### config.mk
export PLATFORM = sky130hd
export DESIGN_NAME = conv_loop_controller
export DESIGN_NICKNAME = d
export VERILOG_FILES = /design/src/rtl/conv_loop_controller.sv
export SDC_FILE = /design/constraint.sdc
export NUM_CORES = 1
export LEC_CHECK = 0
export ABC_AREA = 1
export CAP_MARGIN = 10
export CORE_ASPECT_RATIO = 1.2
export CORE_MARGIN = 2
export CORE_UTILIZATION = 30
export CTS_CLUSTER_DIAMETER = 120
export DETAILED_ROUTE_END_ITERATION = 8
export HOLD_SLACK_MARGIN = 0.08
export PLACE_DENSITY = 0.59
export SETUP_SLACK_MARGIN = 0.02
export SLEW_MARGIN = 20
export SYNTH_ARGS = -nofsm -noshare
export SYNTH_HDL_FRONTEND = slang
export SYNTH_SLANG_ARGS = --single-unit
### constraint.sdc
create_clock -name clk -period 39.3 [get_ports clk]
set_input_delay 7.86 -clock clk [delete_from_list [all_inputs] [get_ports clk]]
set_output_delay 7.86 -clock clk [all_outputs]
set_load 0.01 [all_outputs]
### src/rtl/conv_loop_controller.sv
// conv_loop_controller: nested-loop sequencer driving a convolution MAC datapath with a partial-sum memory
module conv_loop_controller #(
  parameter int ADDR_W = 20,
  parameter int DIM_W = 16,
  parameter int KERNEL_SIZE = 3,
  parameter int MAC_LATENCY = 5
) (
  input  logic              clk,
  input  logic              arst_in,
  input  logic              start,
  input  logic [DIM_W-1:0]  cfg_width,
  input  logic [DIM_W-1:0]  cfg_height,
  input  logic [DIM_W-1:0]  cfg_ch_in,
  input  logic [DIM_W-1:0]  cfg_ch_out,
  output logic              running,
  output logic              cfg_error,
  input  logic              valid,
  output logic              ready,
  output logic              write_a,
  output logic              write_b,
  output logic              mac_valid,
  output logic              mac_accumulate_with_0,
  output logic              mem_re,
  output logic [ADDR_W-1:0] mem_read_addr,
  output logic              mem_we,
  output logic [ADDR_W-1:0] mem_write_addr,
  output logic              output_valid,
  output logic [DIM_W-1:0]  output_x,
  output logic [DIM_W-1:0]  output_y,
  output logic [DIM_W-1:0]  output_ch,
  output logic              done
);
  localparam int KW = KERNEL_SIZE > 1 ? $clog2(KERNEL_SIZE) : 1;
  localparam int LW = MAC_LATENCY > 1 ? $clog2(MAC_LATENCY) : 1;
  localparam int L = MAC_LATENCY - 1;
  typedef enum logic [1:0] {IDLE, MAC, DRAIN, DONE} state_t;
  state_t state;
  logic [DIM_W-1:0] w_q, h_q, ci_q, co_q, x, y, ci, co;
  logic [KW-1:0] kx, ky;
  logic [ADDR_W-1:0] pt;
  logic [LW-1:0] drain_cnt;
  logic [MAC_LATENCY-1:0] pv, pf;
  logic [ADDR_W-1:0] pa [MAC_LATENCY];
  logic [DIM_W-1:0] px [MAC_LATENCY];
  logic [DIM_W-1:0] py [MAC_LATENCY];
  logic [DIM_W-1:0] pc [MAC_LATENCY];
  logic fire, tap0, kx_last, ky_last, tap_last, co_last, x_last, y_last, ci_last, pass_end, bad_cfg;
  assign ready = state == MAC;
  assign running = state != IDLE;
  assign done = state == DONE;
  assign fire = valid && ready;
  assign kx_last = kx == KW'(KERNEL_SIZE - 1);
  assign ky_last = ky == KW'(KERNEL_SIZE - 1);
  assign tap0 = kx == '0 && ky == '0;
  assign tap_last = kx_last && ky_last;
  assign co_last = co == co_q - 1'b1;
  assign x_last = x == w_q - 1'b1;
  assign y_last = y == h_q - 1'b1;
  assign ci_last = ci == ci_q - 1'b1;
  assign pass_end = tap_last && co_last && x_last && y_last;
  assign bad_cfg = cfg_width == '0 || cfg_height == '0 || cfg_ch_in == '0 || cfg_ch_out == '0;
  assign write_a = fire;
  assign write_b = fire;
  assign mac_valid = fire;
  assign mac_accumulate_with_0 = fire && tap0 && ci == '0;
  assign mem_re = fire && tap0 && ci != '0;
  assign mem_read_addr = mem_re ? pt : '0;
  assign output_valid = pv[L] && pf[L];
  assign mem_we = pv[L] && !pf[L];
  assign mem_write_addr = mem_we ? pa[L] : '0;
  assign output_x = output_valid ? px[L] : '0;
  assign output_y = output_valid ? py[L] : '0;
  assign output_ch = output_valid ? pc[L] : '0;
  // control FSM, config latch and the six loop counters (ch_in > y > x > ch_out > ky > kx)
  always_ff @(posedge clk or posedge arst_in) begin
    if (arst_in) begin
      state <= IDLE;
      cfg_error <= 1'b0;
      {w_q, h_q, ci_q, co_q} <= '0;
      {x, y, ci, co} <= '0;
      kx <= '0;
      ky <= '0;
      pt <= '0;
      drain_cnt <= '0;
    end else begin
      cfg_error <= 1'b0;
      case (state)
        IDLE: if (start) begin
          if (bad_cfg) cfg_error <= 1'b1;
          else begin
            state <= MAC;
            {w_q, h_q, ci_q, co_q} <= {cfg_width, cfg_height, cfg_ch_in, cfg_ch_out};
            {x, y, ci, co} <= '0;
            kx <= '0;
            ky <= '0;
            pt <= '0;
          end
        end
        MAC: if (fire) begin
          kx <= kx_last ? '0 : kx + 1'b1;
          if (kx_last) ky <= ky_last ? '0 : ky + 1'b1;
          if (tap_last) co <= co_last ? '0 : co + 1'b1;
          if (tap_last && co_last) x <= x_last ? '0 : x + 1'b1;
          if (tap_last && co_last && x_last) y <= y_last ? '0 : y + 1'b1;
          if (pass_end) ci <= ci_last ? '0 : ci + 1'b1;
          pt <= pass_end ? '0 : tap_last ? pt + 1'b1 : pt;
          if (pass_end && ci_last) begin
            state <= DRAIN;
            drain_cnt <= '0;
          end
        end
        DRAIN: begin
          drain_cnt <= drain_cnt + 1'b1;
          if (drain_cnt == LW'(MAC_LATENCY - 1)) state <= DONE;
        end
        default: state <= IDLE;
      endcase
    end
  end
  // result pipeline mirroring the MAC latency; each last-tap beat carries its point and destination
  always_ff @(posedge clk or posedge arst_in) begin
    if (arst_in) begin
      pv <= '0;
      pf <= '0;
      for (int i = 0; i < MAC_LATENCY; i++) begin
        pa[i] <= '0;
        px[i] <= '0;
        py[i] <= '0;
        pc[i] <= '0;
      end
    end else begin
      pv[0] <= fire && tap_last;
      pf[0] <= ci_last;
      pa[0] <= pt;
      px[0] <= x;
      py[0] <= y;
      pc[0] <= co;
      for (int i = 1; i < MAC_LATENCY; i++) begin
        pv[i] <= pv[i-1];
        pf[i] <= pf[i-1];
        pa[i] <= pa[i-1];
        px[i] <= px[i-1];
        py[i] <= py[i-1];
        pc[i] <= pc[i-1];
      end
    end
  end
endmodule

* Yosys cells after proc, flatten, opt, wreduce, memory -nomap -nowiden *
Cells that the tools add are included.

cells by class
  mux-type cells = 50
  reduce and logical (&&, ||, !) cells = 39
  bitwise logic cells = 1
  equal/unequal tests = 21
  add/subtract/negate cells = 12

operator list
  kind                   count
  $mux 16                17
  $mux 20                7
  $pmux 16 s2            4
  $logic_not 16->1       5
  $add 16x1->16 const B  4
  $eq 16x16->1           4
  $sub 16x1->16 const B  4
  $pmux 20 s2            1
  $reduce_and 5->1       7
  $mux 2                 12
  $add 20x1->20 const B  1
  $reduce_bool 16->1     1
  $ne 2x1->1 const B     7
  $logic_and 1x1->1      13
  $eq 2x2->1 const B     4
  $pmux 2 s2             2
  $logic_not 2->1        3
  $mux 3                 2
  $ne 2x2->1 const B     3
  $pmux 2 s3             1
  $pmux 3 s2             1
  $reduce_and 3->1       2
  $reduce_bool 2->1      3
  $add 2x1->2 const B    2
  other kinds (9)        13

word-level totals
  output and inout port bits = 99
  bits in registers = 508
  bits of input ports = 68
  logic and storage cells = 159

* Longest topological paths before layout *
Gate-level depths: netlist of the first run.

  depth after elaboration = 9
  gate-level depth with buffers = 20
  gate-level depth less buffers = 20

* Worst setup path before layout of the first run *
Ideal clock, no wire load.

  path type = input -> output
  start = input valid
  end = output mem_read_addr[10]
  cell stages on the path = 5
  path buffers = 1
  required time = 31.440 ns
  arrival = 8.464 ns
  path slack = 22.976 ns
  cells stage by stage = nand4_1 inv_1 nand2_1 clkbuf_1 nor2_1

on the way
  word-level cells in the longest chain between the ends = 4

RTL lines
  what                             line  text
  start: declaration               17    input logic valid,
  $logic_and 1x1->1                51    assign fire = valid && ready;
  $logic_and 1x1->1 (2 in series)  66    assign mem_re = fire && tap0 && ci != '0;
  $mux 20                          67    assign mem_read_addr = mem_re ? pt : '0;
  end: declaration                 24    output logic [ADDR_W-1:0] mem_read_addr,

No other way between the ends.

* Final worst setup path of the first run *
  start = input valid
  end = output mem_read_addr[6]

The elaborated chain is that of the path after synthesis.

==> flow_results.xml, run 1 <==
<?xml version="1.0" encoding="UTF-8"?>
<metrics>
  <group name="clock_tree">
    <metric name="tritoncts" unit="">done</metric>
    <metric name="cts.path.max_buffers" unit="">3</metric>
    <metric name="path_clk_slew" unit="ns">0.06</metric>
    <metric name="cts.htree.levels" unit="">2</metric>
    <metric name="post_cts_buffers" unit="">0</metric>
    <metric name="cts_made_buffers" unit="">49</metric>
    <metric name="cts_num_sinks" unit="">508</metric>
    <metric name="ctsHoldBuffers" unit="">0</metric>
    <metric name="clk_root_buffer_cell" unit="">clkbuf_16</metric>
    <metric name="clk-insertion-delay-late" unit="ns">0.59</metric>
    <metric name="cts_resized" unit="">0</metric>
  </group>
  <group name="critical_path">
    <metric name="path_common_cell" unit="">clkdlybuf4s50_1</metric>
    <metric name="worst_setup_path_start_kind" unit="">input port</metric>
    <metric name="worst_ep_required_time" unit="ns">31.44</metric>
    <metric name="endpoint_kind" unit="">primary output</metric>
    <metric name="regToRegSetupSlack" unit="ns">35.52</metric>
    <metric name="cp_num_buf_inv" unit="">3</metric>
    <metric name="setup.worst_path.start" unit="">valid</metric>
    <metric name="critical-path-slowest-cell" unit="">clkdlybuf4s50_1</metric>
    <metric name="path_class" unit="">input port to primary output</metric>
    <metric name="slowest_delay" unit="ns">0.56</metric>
    <metric name="critical_path_peak_fanout" unit="">21</metric>
    <metric name="cpLargestDelayFamily" unit="">buffers and inverters</metric>
    <metric name="arrival" unit="ns">9.95</metric>
    <metric name="cp_cell_sequence" unit="">clkdlybuf4s50_1 -&gt; nand4_1 -&gt; inv_1 -&gt; nand2_1 -&gt; nor2_1 -&gt; clkdlybuf4s50_1</metric>
    <metric name="reg2reg_from" unit="">co_q[0]</metric>
  </group>
  <group name="power_and_ir_drop">
    <metric name="power-per-cell-area" unit="mW/mm2">67.6</metric>
    <metric name="vdd_drop_max" unit="V">0.0000439</metric>
    <metric name="static-leakage-power" unit="nW">11.9</metric>
  </group>
  <group name="global_route">
    <metric name="number_of_antenna_violations_at_the_first_check_in_global_routing" unit="">0</metric>
    <metric name="overall_track_demand_over_capacity_in_global_routing" unit="">0.129</metric>
    <metric name="gr_overflow_total" unit="">0</metric>
    <metric name="first_global_vias" unit="">14411</metric>
    <metric name="grt_start_max_net_pins" unit="">179</metric>
    <metric name="grt_first_pass_wirelength" unit="um">74900</metric>
  </group>
  <group name="timing">
    <metric name="worstMarginPinSlew" unit="ns">0.973</metric>
    <metric name="achievable-frequency" unit="MHz">56.1</metric>
    <metric name="worst_slew_margin_rel" unit="">0.347</metric>
    <metric name="grt_setup_unrepaired" unit="">no</metric>
    <metric name="final_skew" unit="ns">0.0184</metric>
    <metric name="setup-tns-final" unit="ns">0</metric>
    <metric name="final-max-slew-violation-count" unit="">0</metric>
    <metric name="final_cycle_share" unit="">0.453</metric>
    <metric name="setup_slack" unit="ns">21.49</metric>
    <metric name="setup_violations" unit="">0</metric>
    <metric name="fin_crit" unit="ns">17.81</metric>
    <metric name="timing.hold.ws" unit="ns">0.345</metric>
    <metric name="finalHoldViolCount" unit="">0</metric>
  </group>
  <group name="logic_synthesis">
    <metric name="synth_seq_cells" unit="">508</metric>
    <metric name="synthesis.yosys.warnings" unit="">0</metric>
    <metric name="asyncSetResetFlopFracSynth" unit="">1.00</metric>
    <metric name="postSynthAreaPerCell" unit="um2">9.32</metric>
    <metric name="ys_seq_area_frac" unit="">0.620</metric>
    <metric name="synth.cell_area" unit="mm2">0.0205</metric>
    <metric name="synth_enable_flop_cells" unit="">0</metric>
    <metric name="instance_count_of_the_mapped_netlist" unit="">2199</metric>
    <metric name="synth_cell_type_count" unit="">47</metric>
    <metric name="synth_nets" unit="">2283</metric>
    <metric name="synth-main-ff-cell" unit="">dfrtp_1</metric>
  </group>
  <group name="detailed_routing">
    <metric name="routed-via-count" unit="">14253</metric>
    <metric name="detailedRoute.firstPassIterationCount" unit="">5</metric>
    <metric name="antenna_violating_nets_post_route" unit="">0</metric>
    <metric name="remaining_drc_errors" unit="">0</metric>
    <metric name="post_drt_wl_per_cell" unit="um">13.5</metric>
    <metric name="finalWirelength" unit="um">44900</metric>
    <metric name="drt-initial-drc-count" unit="">894</metric>
    <metric name="vias_per_cell" unit="">4.29</metric>
  </group>
  <group name="worst_hold_path">
    <metric name="min_from" unit="">px[32]</metric>
    <metric name="holdCritPathClass" unit="">flip-flop to flip-flop</metric>
  </group>
  <group name="placed_design">
    <metric name="port-buffer-count" unit="">166</metric>
    <metric name="hpwlAfterDp" unit="um">32900</metric>
    <metric name="globalplace.congestion" unit="">0.846</metric>
    <metric name="pre_cts_slack" unit="ns">21.42</metric>
  </group>
  <group name="layout">
    <metric name="final_cell_mix" unit="">dfrtp_1 (508), nand2_1 (463), inv_1 (331), nor2_1 (295), clkdlybuf4s50_1 (166)</metric>
    <metric name="ff_latch_area" unit="mm2">0.0127</metric>
    <metric name="relative_area_change_from_synthesis_to_final_layout" unit="%">21.6</metric>
    <metric name="design.final.nets" unit="">2455</metric>
    <metric name="fill_cell_count" unit="">6978</metric>
    <metric name="multi_input_comb_area" unit="mm2">0.00630</metric>
    <metric name="insertedDiodeCount" unit="">0</metric>
    <metric name="most_common_library_cell_in_the_layout_ignoring_fill_and_taps" unit="">dfrtp_1</metric>
    <metric name="final_layout_size_suffix_gt1_frac" unit="">0.0498</metric>
  </group>
  <group name="floorplan">
    <metric name="initial_utilization" unit="">0.301</metric>
    <metric name="num_io_pins" unit="">167</metric>
    <metric name="core_area" unit="mm2">0.0681</metric>
    <metric name="chipHeight" unit="um">290</metric>
    <metric name="die-width" unit="um">243</metric>
    <metric name="dieArea" unit="mm2">0.0704</metric>
    <metric name="rows" unit="">105</metric>
  </group>
  <group name="job">
    <metric name="drv_cap" unit="">0</metric>
  </group>
  <group name="status">
    <metric name="run_status" unit="">complete, no violations</metric>
  </group>
</metrics>
## metrics by stage
stage / area (um2) / total power [W] / cells / util
after CTS: 24900 / 0.00171 / 3320 / 0.366
after global placement: 23100 / 0.00118 / 3228 / 0.340
final: 24900 / 0.00169 / 3321 / 0.366
after detailed placement: 23100 / 0.00120 / 3228 / 0.340
after floorplan: 20500 / 0.00107 / 2199 / -
after global routing: 24900 / 0.00181 / 3321 / 0.366
## power breakdown
group | total, W | internal (W) | switching [W]
clock | 0.000497 | 0.000301 | 0.000197
sequential | 0.000733 | 0.000646 | 0.0000875
combinational | 0.000454 | 0.000153 | 0.000301
total | 0.00169 | 0.00110 | 0.000586
## registers in the layout (all words and copies together), names as in the netlist, 3 cells and up
| register | count |
|---|---|
| ci | 16 |
| pv | 5 |
| w_q | 16 |
| px | 80 |
| pc | 80 |
| co | 16 |
| y | 16 |
| ci_q | 16 |
| h_q | 16 |
| py | 80 |
| co_q | 16 |
| drain_cnt | 3 |
| pt | 20 |
| x | 16 |
| pf | 5 |
| pa | 100 |
## worst register-to-register path: stages, from the launching register on
cell	delay [ns]
dfrtp_1	0.41
inv_1	0.16
ha_1	0.22
nand3_2	0.14
nor2_1	0.28
nand2_1	0.10
nand2_1	0.07
nand2_1	0.07
nor2_1	0.10
nand2_1	0.06
nor2_1	0.22
nand2_2	0.14
a21oi_4	0.66
nand2_4	0.33
nor2_8	0.50
nand2_1	0.14
o21ai_1	0.11
## path summary, 6_finish.rpt
kind,to,cells after the start
min in group asynchronous,pa[11],2
worst min register to register,px[16],0
worst min-delay path,px[16],0
max in group asynchronous,w_q[12],5
worst max-delay path,mem_read_addr[6],6
worst max register to register,ci[4],16
## layer usage
layer | track usage | part of all wire | vias to the layer above | wire length, um
met5 | 0 | 0 | - | 0
met2 | 0.210 | 0.47 | 290 | 20900
met3 | 0.0213 | 0.042 | 68 | 1900
met1 | 0.176 | 0.47 | 6708 | 21000
li1 | - | - | 7187 | -
met4 | 0.0420 | 0.024 | 0 | 1100
## layout make-up
| class | count | area share |
|---|---|---|
| Sequential cell | 508 | 0.510 |
| Multi-Input combinational cell | 1303 | 0.253 |
| Timing Repair Buffer | 175 | 0.0704 |
| Clock buffer | 71 | 0.0590 |
| Inverter | 334 | 0.0506 |
| Tap cell | 909 | 0.0456 |
| Clock inverter | 21 | 0.0116 |
## logic make-up after synthesis
| kind of cell | share of synthesized area |
|---|---|
| adders and majority gates | 0.00977 |
| xor gates and xnor gates | 0.0374 |
| buffers and inverters | 0.0734 |
| AOI/OAI and AO/OA | 0.0447 |
| muxes | 0.000549 |
| and+or+nand+nor | 0.214 |
| DFF | 0.620 |
## synthesized netlist by cell type, drive strengths merged (2+ instances only)
cell type / number / area share
o22ai: 4 / 0.0012
or2: 6 / 0.0018
nor4: 9 / 0.0027
nor2: 305 / 0.058
o21ai: 136 / 0.033
ha: 16 / 0.0098
xnor2: 19 / 0.0081
nand3: 108 / 0.027
o31ai: 2 / 0.00073
nor3b: 6 / 0.0022
buf: 14 / 0.0049
xor2: 66 / 0.028
nand2: 468 / 0.087
a21oi: 21 / 0.0057
clkbuf: 40 / 0.0073
nand4: 49 / 0.015
nand3b: 13 / 0.0048
o21bai: 3 / 0.0011
nor3: 60 / 0.015
nor4b: 2 / 0.00085
inv: 333 / 0.061
dfrtp: 508 / 0.62
o21a: 2 / 0.00073
Note: power is estimated with default switching activity, not from simulation.
==> inputs of run 2 (changes only) <==
--- a/config.mk
+++ b/config.mk
@@ -13,7 +13,7 @@
 export CTS_CLUSTER_DIAMETER = 120
 export DETAILED_ROUTE_END_ITERATION = 8
 export HOLD_SLACK_MARGIN = 0.08
-export PLACE_DENSITY = 0.59
+export PLACE_DENSITY = 0.6
 export SETUP_SLACK_MARGIN = 0.02
 export SLEW_MARGIN = 20
 export SYNTH_ARGS = -nofsm -noshare
==> constraint.sdc (replaced) <==
create_clock -name clk -period 14.6 [get_ports clk]
set_input_delay 2.92 -clock clk [delete_from_list [all_inputs] [get_ports clk]]
set_output_delay 2.92 -clock clk [all_outputs]
set_load 0.01 [all_outputs]
==> run 2 against run 1 <==
Against the previous run: via count decreased by 1.7%; utilization decreased by 0.11 points; first-iteration DRC count decreased by 3.9%; combinational power increased to 2.7 times the previous value; sequential power increased to 2.7 times the previous value; sequential cell count unchanged; sequential share of layout area increased by 0.16 points; die area unchanged; largest cell class unchanged; setup slack got worse by 15 ns.
==> flow_results.xml, run 2 (same netlist as run 1, synthesis figures left out) <==
<?xml version="1.0" encoding="UTF-8"?>
<metrics>
  <group name="floorplan">
    <metric name="dieArea" unit="mm2">0.0704</metric>
    <metric name="core_area" unit="mm2">0.0681</metric>
    <metric name="chipHeight" unit="um">290</metric>
    <metric name="initial_utilization" unit="">0.301</metric>
    <metric name="die-width" unit="um">243</metric>
    <metric name="num_io_pins" unit="">167</metric>
    <metric name="rows" unit="">105</metric>
  </group>
  <group name="job">
    <metric name="drv_cap" unit="">0</metric>
  </group>
  <group name="global_route">
    <metric name="number_of_antenna_violations_at_the_first_check_in_global_routing" unit="">0</metric>
    <metric name="first_global_vias" unit="">13910</metric>
    <metric name="grt_first_pass_wirelength" unit="um">73700</metric>
    <metric name="grt_start_max_net_pins" unit="">81</metric>
    <metric name="overall_track_demand_over_capacity_in_global_routing" unit="">0.129</metric>
    <metric name="gr_overflow_total" unit="">0</metric>
  </group>
  <group name="clock_tree">
    <metric name="cts.htree.levels" unit="">2</metric>
    <metric name="clk-insertion-delay-late" unit="ns">0.59</metric>
    <metric name="cts_num_sinks" unit="">508</metric>
    <metric name="clk_root_buffer_cell" unit="">clkbuf_16</metric>
    <metric name="path_clk_slew" unit="ns">0.07</metric>
    <metric name="tritoncts" unit="">done</metric>
    <metric name="post_cts_buffers" unit="">0</metric>
    <metric name="cts.path.max_buffers" unit="">3</metric>
    <metric name="cts_made_buffers" unit="">49</metric>
    <metric name="ctsHoldBuffers" unit="">0</metric>
    <metric name="cts_resized" unit="">0</metric>
  </group>
  <group name="timing">
    <metric name="grt_setup_unrepaired" unit="">no</metric>
    <metric name="final-max-slew-violation-count" unit="">0</metric>
    <metric name="fin_crit" unit="ns">7.96</metric>
    <metric name="final_cycle_share" unit="">0.545</metric>
    <metric name="final_skew" unit="ns">0.0267</metric>
    <metric name="worst_slew_margin_rel" unit="">0.366</metric>
    <metric name="worstMarginPinSlew" unit="ns">0.947</metric>
    <metric name="achievable-frequency" unit="MHz">126</metric>
    <metric name="setup-tns-final" unit="ns">0</metric>
    <metric name="timing.hold.ws" unit="ns">0.343</metric>
    <metric name="setup_violations" unit="">0</metric>
    <metric name="finalHoldViolCount" unit="">0</metric>
  </group>
  <group name="critical_path">
    <metric name="critical_path_peak_fanout" unit="">21</metric>
    <metric name="path_class" unit="">input port to primary output</metric>
    <metric name="endpoint_kind" unit="">primary output</metric>
    <metric name="path_common_cell" unit="">clkdlybuf4s50_1</metric>
    <metric name="worst_ep_required_time" unit="ns">11.68</metric>
    <metric name="critical-path-slowest-cell" unit="">clkdlybuf4s50_1</metric>
    <metric name="slowest_delay" unit="ns">0.59</metric>
    <metric name="cpLargestDelayFamily" unit="">buffers and inverters</metric>
    <metric name="arrival" unit="ns">5.04</metric>
    <metric name="cp_cell_sequence" unit="">clkdlybuf4s50_1 -&gt; nand4_1 -&gt; inv_1 -&gt; nand2_1 -&gt; nor2_1 -&gt; clkdlybuf4s50_1</metric>
    <metric name="cp_num_buf_inv" unit="">3</metric>
    <metric name="worst_setup_path_start_kind" unit="">input port</metric>
  </group>
  <group name="placed_design">
    <metric name="port-buffer-count" unit="">166</metric>
    <metric name="hpwlAfterDp" unit="um">32500</metric>
    <metric name="globalplace.congestion" unit="">0.843</metric>
  </group>
  <group name="detailed_routing">
    <metric name="routed-via-count" unit="">14016</metric>
    <metric name="finalWirelength" unit="um">44500</metric>
    <metric name="top_layer_used" unit="">met4</metric>
    <metric name="met2_wl_post_dr" unit="um">20100</metric>
    <metric name="vias_per_cell" unit="">4.22</metric>
    <metric name="antenna_violating_nets_post_route" unit="">0</metric>
    <metric name="route.met3.wl" unit="um">1800</metric>
    <metric name="met1Wirelength" unit="um">21400</metric>
    <metric name="post_drt_wl_per_cell" unit="um">13.4</metric>
    <metric name="detailedRoute.firstPassIterationCount" unit="">5</metric>
    <metric name="drt-initial-drc-count" unit="">859</metric>
    <metric name="remaining_drc_errors" unit="">0</metric>
  </group>
  <group name="layout">
    <metric name="relative_area_change_from_synthesis_to_final_layout" unit="%">21.2</metric>
    <metric name="most_common_library_cell_in_the_layout_ignoring_fill_and_taps" unit="">dfrtp_1</metric>
    <metric name="final_layout_size_suffix_gt1_frac" unit="">0.0498</metric>
    <metric name="fin_util" unit="">0.365</metric>
    <metric name="final_cell_mix" unit="">dfrtp_1 (508), nand2_1 (463), inv_1 (331), nor2_1 (295), clkdlybuf4s50_1 (166)</metric>
    <metric name="largest_register_ff_count" unit="">100</metric>
    <metric name="largest_register" unit="">pa</metric>
    <metric name="insertedDiodeCount" unit="">0</metric>
    <metric name="design.final.nets" unit="">2458</metric>
  </group>
  <group name="power_and_ir_drop">
    <metric name="power-per-cell-area" unit="mW/mm2">181</metric>
    <metric name="static-leakage-power" unit="nW">11.9</metric>
    <metric name="vdd_drop_max" unit="V">0.0000902</metric>
  </group>
  <group name="worst_hold_path">
    <metric name="holdCritPathClass" unit="">flip-flop to flip-flop</metric>
  </group>
  <group name="status">
    <metric name="run_status" unit="">complete, no violations</metric>
  </group>
</metrics>
run 2: cell types whose count changed in the layout (fill, tap and decap cells not counted), sizes merged:
| cell | before | now |
|---|---|---|
| clkbuf | 71 | 63 |
| buf | 9 | 12 |
| clkinvlp | 2 | 3 |
| clkinv | 13 | 15 |
run 2: final timing paths:
kind | from | end | slack, ns | cells after the start
max | valid | mem_read_addr[14] | 6.64 | 6
min | pc[42] | pc[26] | 0.34 | 0
max reg2reg | co_q[0] | ci[6] | 10.93 | 15
min reg2reg | pc[42] | pc[26] | 0.34 | 0
max in group asynchronous | arst_in | pa[16] | 9.71 | 4
min in group asynchronous | arst_in | py[63] | 2.75 | 2
run 2: report_power, final:
group | leakage, nW | switching, W | internal, W | total [W]
Clock | 0.837 | 0.000534 | 0.000776 | 0.00131
Sequential | 6.92 | 0.000239 | 0.00174 | 0.00198
Combinational | 4.16 | 0.000796 | 0.000410 | 0.00121
run 2: layout make-up:
type                            instances  area [um2]
Clock buffer                           63        1380
Clock inverter                         24         309
Fill cell                            6938       43200
Inverter                              334        1260
Multi-Input combinational cell       1303        6300
Sequential cell                       508       12700
Tap cell                              909        1140
Timing Repair Buffer                  178        1750
run 2: metrics by stage:
step / std cells / power, W / setup WS, ns / instance area (um2)
6_report: 3319 / 0.00449 / 6.64 / 24800
5_1_grt: 3319 / 0.00485 / 6.48 / 24800
4_1_cts: 3319 / 0.00456 / 6.61 / 24800
3_5_place_dp: 3232 / 0.00322 / 6.60 / 23200
3_3_place_gp: 3232 / 0.00320 / 6.62 / 23200
2_1_floorplan: 2199 / 0.00287 / 4.78 / 20500
run 2: per-layer routing:
metal | global-route usage | vias to the layer above
met3 | 0.0196 | 77
met2 | 0.207 | 270
met5 | 0 | -
met1 | 0.178 | 6491
met4 | 0.0438 | 0
li1 | - | 7178
run 2: worst reg2reg max path, stage by stage (launching register included):
cell and delay, ns:
dfrtp_1 0.42, inv_1 0.16, ha_1 0.22, nand3_2 0.14
nor2_1 0.26, nand2_1 0.10, nand2_1 0.06, nand2_1 0.06
nor2_1 0.08, nand2_1 0.06, nor2_1 0.21, nand2_2 0.13
a21oi_4 0.64, nand2_4 0.32, nor2_8 0.50, o21ai_0 0.18
==> inputs of run 3 (changes only) <==
==> constraint.sdc (replaced) <==
create_clock -name clk -period 7.13 [get_ports clk]
set_input_delay 1.426 -clock clk [delete_from_list [all_inputs] [get_ports clk]]
set_output_delay 1.426 -clock clk [all_outputs]
set_load 0.01 [all_outputs]
==> run 3 against run 2 <==
Against the previous run: setup slack worse by 4.5 ns; sequential power is 110% higher; register-to-register slack worse by 7.5 ns; die area is the same; global-route usage increased by 0.083 points; critical path depth is the same.
==> flow_results.xml, run 3 (same netlist as run 1, synthesis figures left out) <==
<?xml version="1.0" encoding="UTF-8"?>
<metrics>
  <group name="clock_tree">
    <metric name="cts_num_sinks" unit="">508</metric>
    <metric name="cts.htree.levels" unit="">2</metric>
    <metric name="path_clk_slew" unit="ns">0.06</metric>
    <metric name="cts_resized" unit="">0</metric>
    <metric name="cts_made_buffers" unit="">48</metric>
    <metric name="tritoncts" unit="">done</metric>
    <metric name="post_cts_buffers" unit="">0</metric>
    <metric name="clk-insertion-delay-late" unit="ns">0.58</metric>
    <metric name="cts.path.max_buffers" unit="">3</metric>
    <metric name="ctsHoldBuffers" unit="">0</metric>
    <metric name="clk_root_buffer_cell" unit="">clkbuf_16</metric>
  </group>
  <group name="timing">
    <metric name="worst_slew_margin_rel" unit="">0.347</metric>
    <metric name="setup_slack" unit="ns">2.12</metric>
    <metric name="setup-tns-final" unit="ns">0</metric>
    <metric name="final-max-slew-violation-count" unit="">0</metric>
    <metric name="worstMarginPinSlew" unit="ns">0.976</metric>
    <metric name="grt_setup_unrepaired" unit="">no</metric>
    <metric name="setup_violations" unit="">0</metric>
    <metric name="achievable-frequency" unit="MHz">200</metric>
    <metric name="final_cycle_share" unit="">0.702</metric>
    <metric name="fin_crit" unit="ns">5.01</metric>
    <metric name="final_skew" unit="ns">0.0236</metric>
    <metric name="finalHoldViolCount" unit="">0</metric>
  </group>
  <group name="detailed_routing">
    <metric name="remaining_drc_errors" unit="">0</metric>
    <metric name="drt-initial-drc-count" unit="">1049</metric>
    <metric name="met2_wl_post_dr" unit="um">20400</metric>
    <metric name="top_layer_used" unit="">met4</metric>
    <metric name="met1Wirelength" unit="um">21300</metric>
    <metric name="post_drt_wl_per_cell" unit="um">13.5</metric>
    <metric name="detailedRoute.firstPassIterationCount" unit="">5</metric>
    <metric name="routed-via-count" unit="">14123</metric>
    <metric name="route.met3.wl" unit="um">1880</metric>
    <metric name="vias_per_cell" unit="">4.26</metric>
    <metric name="antenna_violating_nets_post_route" unit="">0</metric>
    <metric name="finalWirelength" unit="um">44900</metric>
  </group>
  <group name="critical_path">
    <metric name="arrival" unit="ns">3.58</metric>
    <metric name="instance_count_on_the_critical_path" unit="">6</metric>
    <metric name="endpoint_kind" unit="">primary output</metric>
    <metric name="cp_cell_sequence" unit="">clkdlybuf4s50_1 -&gt; nand4_1 -&gt; inv_1 -&gt; nand2_1 -&gt; nor2_1 -&gt; clkdlybuf4s50_1</metric>
    <metric name="critical-path-slowest-cell" unit="">clkdlybuf4s50_1</metric>
    <metric name="count_of_cells_along_the_worst_register_to_register_path" unit="">16</metric>
    <metric name="cpLargestDelayFamily" unit="">buffers and inverters</metric>
    <metric name="critical_path_peak_fanout" unit="">21</metric>
    <metric name="path_class" unit="">input port to primary output</metric>
    <metric name="worst_ep_required_time" unit="ns">5.70</metric>
    <metric name="path_common_cell" unit="">clkdlybuf4s50_1</metric>
    <metric name="slowest_delay" unit="ns">0.57</metric>
    <metric name="worst_setup_path_start_kind" unit="">input port</metric>
    <metric name="cp_num_buf_inv" unit="">3</metric>
  </group>
  <group name="layout">
    <metric name="largest_register_ff_count" unit="">100</metric>
    <metric name="design.final.nets" unit="">2456</metric>
    <metric name="fill_cell_count" unit="">6935</metric>
    <metric name="largest_register" unit="">pa</metric>
    <metric name="ff_latch_area" unit="mm2">0.0127</metric>
    <metric name="fin_util" unit="">0.365</metric>
    <metric name="most_common_library_cell_in_the_layout_ignoring_fill_and_taps" unit="">dfrtp_1</metric>
    <metric name="final_layout_size_suffix_gt1_frac" unit="">0.0477</metric>
    <metric name="insertedDiodeCount" unit="">0</metric>
    <metric name="relative_area_change_from_synthesis_to_final_layout" unit="%">21.2</metric>
    <metric name="final_cell_mix" unit="">dfrtp_1 (508), nand2_1 (463), inv_1 (331), nor2_1 (295), clkdlybuf4s50_1 (166)</metric>
    <metric name="post_layout_nonfiller_instances" unit="">3318</metric>
    <metric name="multi_input_comb_area" unit="mm2">0.00630</metric>
  </group>
  <group name="global_route">
    <metric name="first_global_vias" unit="">13726</metric>
    <metric name="gr_overflow_total" unit="">0</metric>
    <metric name="grt_first_pass_wirelength" unit="um">74100</metric>
    <metric name="overall_track_demand_over_capacity_in_global_routing" unit="">0.129</metric>
    <metric name="grt_start_max_net_pins" unit="">187</metric>
    <metric name="number_of_antenna_violations_at_the_first_check_in_global_routing" unit="">0</metric>
  </group>
  <group name="worst_hold_path">
    <metric name="holdCritPathClass" unit="">flip-flop to flip-flop</metric>
    <metric name="min_path_cells" unit="">0</metric>
  </group>
  <group name="power_and_ir_drop">
    <metric name="vdd_drop_max" unit="V">0.000177</metric>
    <metric name="power_switching" unit="W">0.00322</metric>
    <metric name="intPower" unit="W">0.00595</metric>
    <metric name="swShare" unit="">0.351</metric>
    <metric name="p_clk_frac" unit="">0.286</metric>
    <metric name="static-leakage-power" unit="nW">11.9</metric>
    <metric name="seq_power_share" unit="">0.446</metric>
    <metric name="combinationalPowerShare" unit="">0.268</metric>
    <metric name="power.total" unit="W">0.00917</metric>
    <metric name="power-per-cell-area" unit="mW/mm2">369</metric>
  </group>
  <group name="placed_design">
    <metric name="globalplace.congestion" unit="">0.866</metric>
    <metric name="port-buffer-count" unit="">166</metric>
    <metric name="pre_cts_slack" unit="ns">2.14</metric>
    <metric name="numPlacedInstances" unit="">3230</metric>
    <metric name="hpwlAfterDp" unit="um">32800</metric>
  </group>
  <group name="floorplan">
    <metric name="die-width" unit="um">243</metric>
    <metric name="core_area" unit="mm2">0.0681</metric>
    <metric name="chipHeight" unit="um">290</metric>
    <metric name="rows" unit="">105</metric>
    <metric name="initial_utilization" unit="">0.301</metric>
    <metric name="num_io_pins" unit="">167</metric>
    <metric name="dieArea" unit="mm2">0.0704</metric>
  </group>
  <group name="status">
    <metric name="run_status" unit="">complete, no violations</metric>
  </group>
  <group name="job">
    <metric name="drv_cap" unit="">0</metric>
  </group>
</metrics>
[run 3: changes by cell type in the layout (fill, tap and decap cells not counted), sizes merged]
cell,change
clkbuf,+8
clkinv,-6
bufinv,-2
buf,-1
clkinvlp,-1
inv,+1
[run 3: power groups by stage]
stage | Sequential (W) | Clock [W] | Combinational [W]
6_report | 0.00409 | 0.00262 | 0.00246
5_1_grt | 0.00419 | 0.00284 | 0.00286
4_1_cts | 0.00410 | 0.00273 | 0.00248
3_5_place_dp | 0.00415 | 0 | 0.00246
3_3_place_gp | 0.00414 | 0 | 0.00245
2_1_floorplan | 0.00393 | 0 | 0.00195
[run 3: path summary, 6_finish.rpt]
| check | start | to | slack [ns] |
|---|---|---|---|
| setup reg to reg | co_q[0] | ci[3] | 3.44 |
| min in group asynchronous | arst_in | py[6] | 1.31 |
| hold reg to reg | py[45] | py[29] | 0.34 |
| setup / recovery | valid | mem_read_addr[15] | 2.12 |
| max in group asynchronous | arst_in | pa[36] | 4.45 |
| hold / removal | py[45] | py[29] | 0.34 |
[run 3: area by class of cell]
class	instances	share of cell area
multi-input cells	1303	0.253
repair buffers	177	0.0720
clock inverters	16	0.00881
clock buffers	71	0.0579
inverters	334	0.0506
flip-flops and latches	508	0.512
well taps	909	0.0458
[run 3: worst reg2reg max path: stages (launching register included)]
cell and delay, ns:
dfrtp_1 0.45, inv_1 0.19, ha_1 0.22, nand3_2 0.13, nor2_1 0.26, nand2_1 0.09, nand2_1 0.06, nand2_1 0.07
nor2_1 0.08, nand2_1 0.06, nor2_1 0.20, nand2_2 0.13, a21oi_4 0.64, nand2_4 0.32, nor2_8 0.48, nand2_1 0.13
o21ai_1 0.11
[run 3: stage by stage]
stage | area [um2] | hold WS [ns]
final | 24900 | 0.344
after global routing | 24900 | 0.350
after CTS | 24800 | 0.345
after detailed placement | 23200 | 0.335
after global placement | 23200 | 0.332
after floorplan | 20500 | 0.331
[run 3: routing by layer]
layer,up-vias,GRT usage
li1,7167,-
met1,6618,0.180
met2,275,0.207
met3,63,0.0198
met4,0,0.0426
met5,-,0
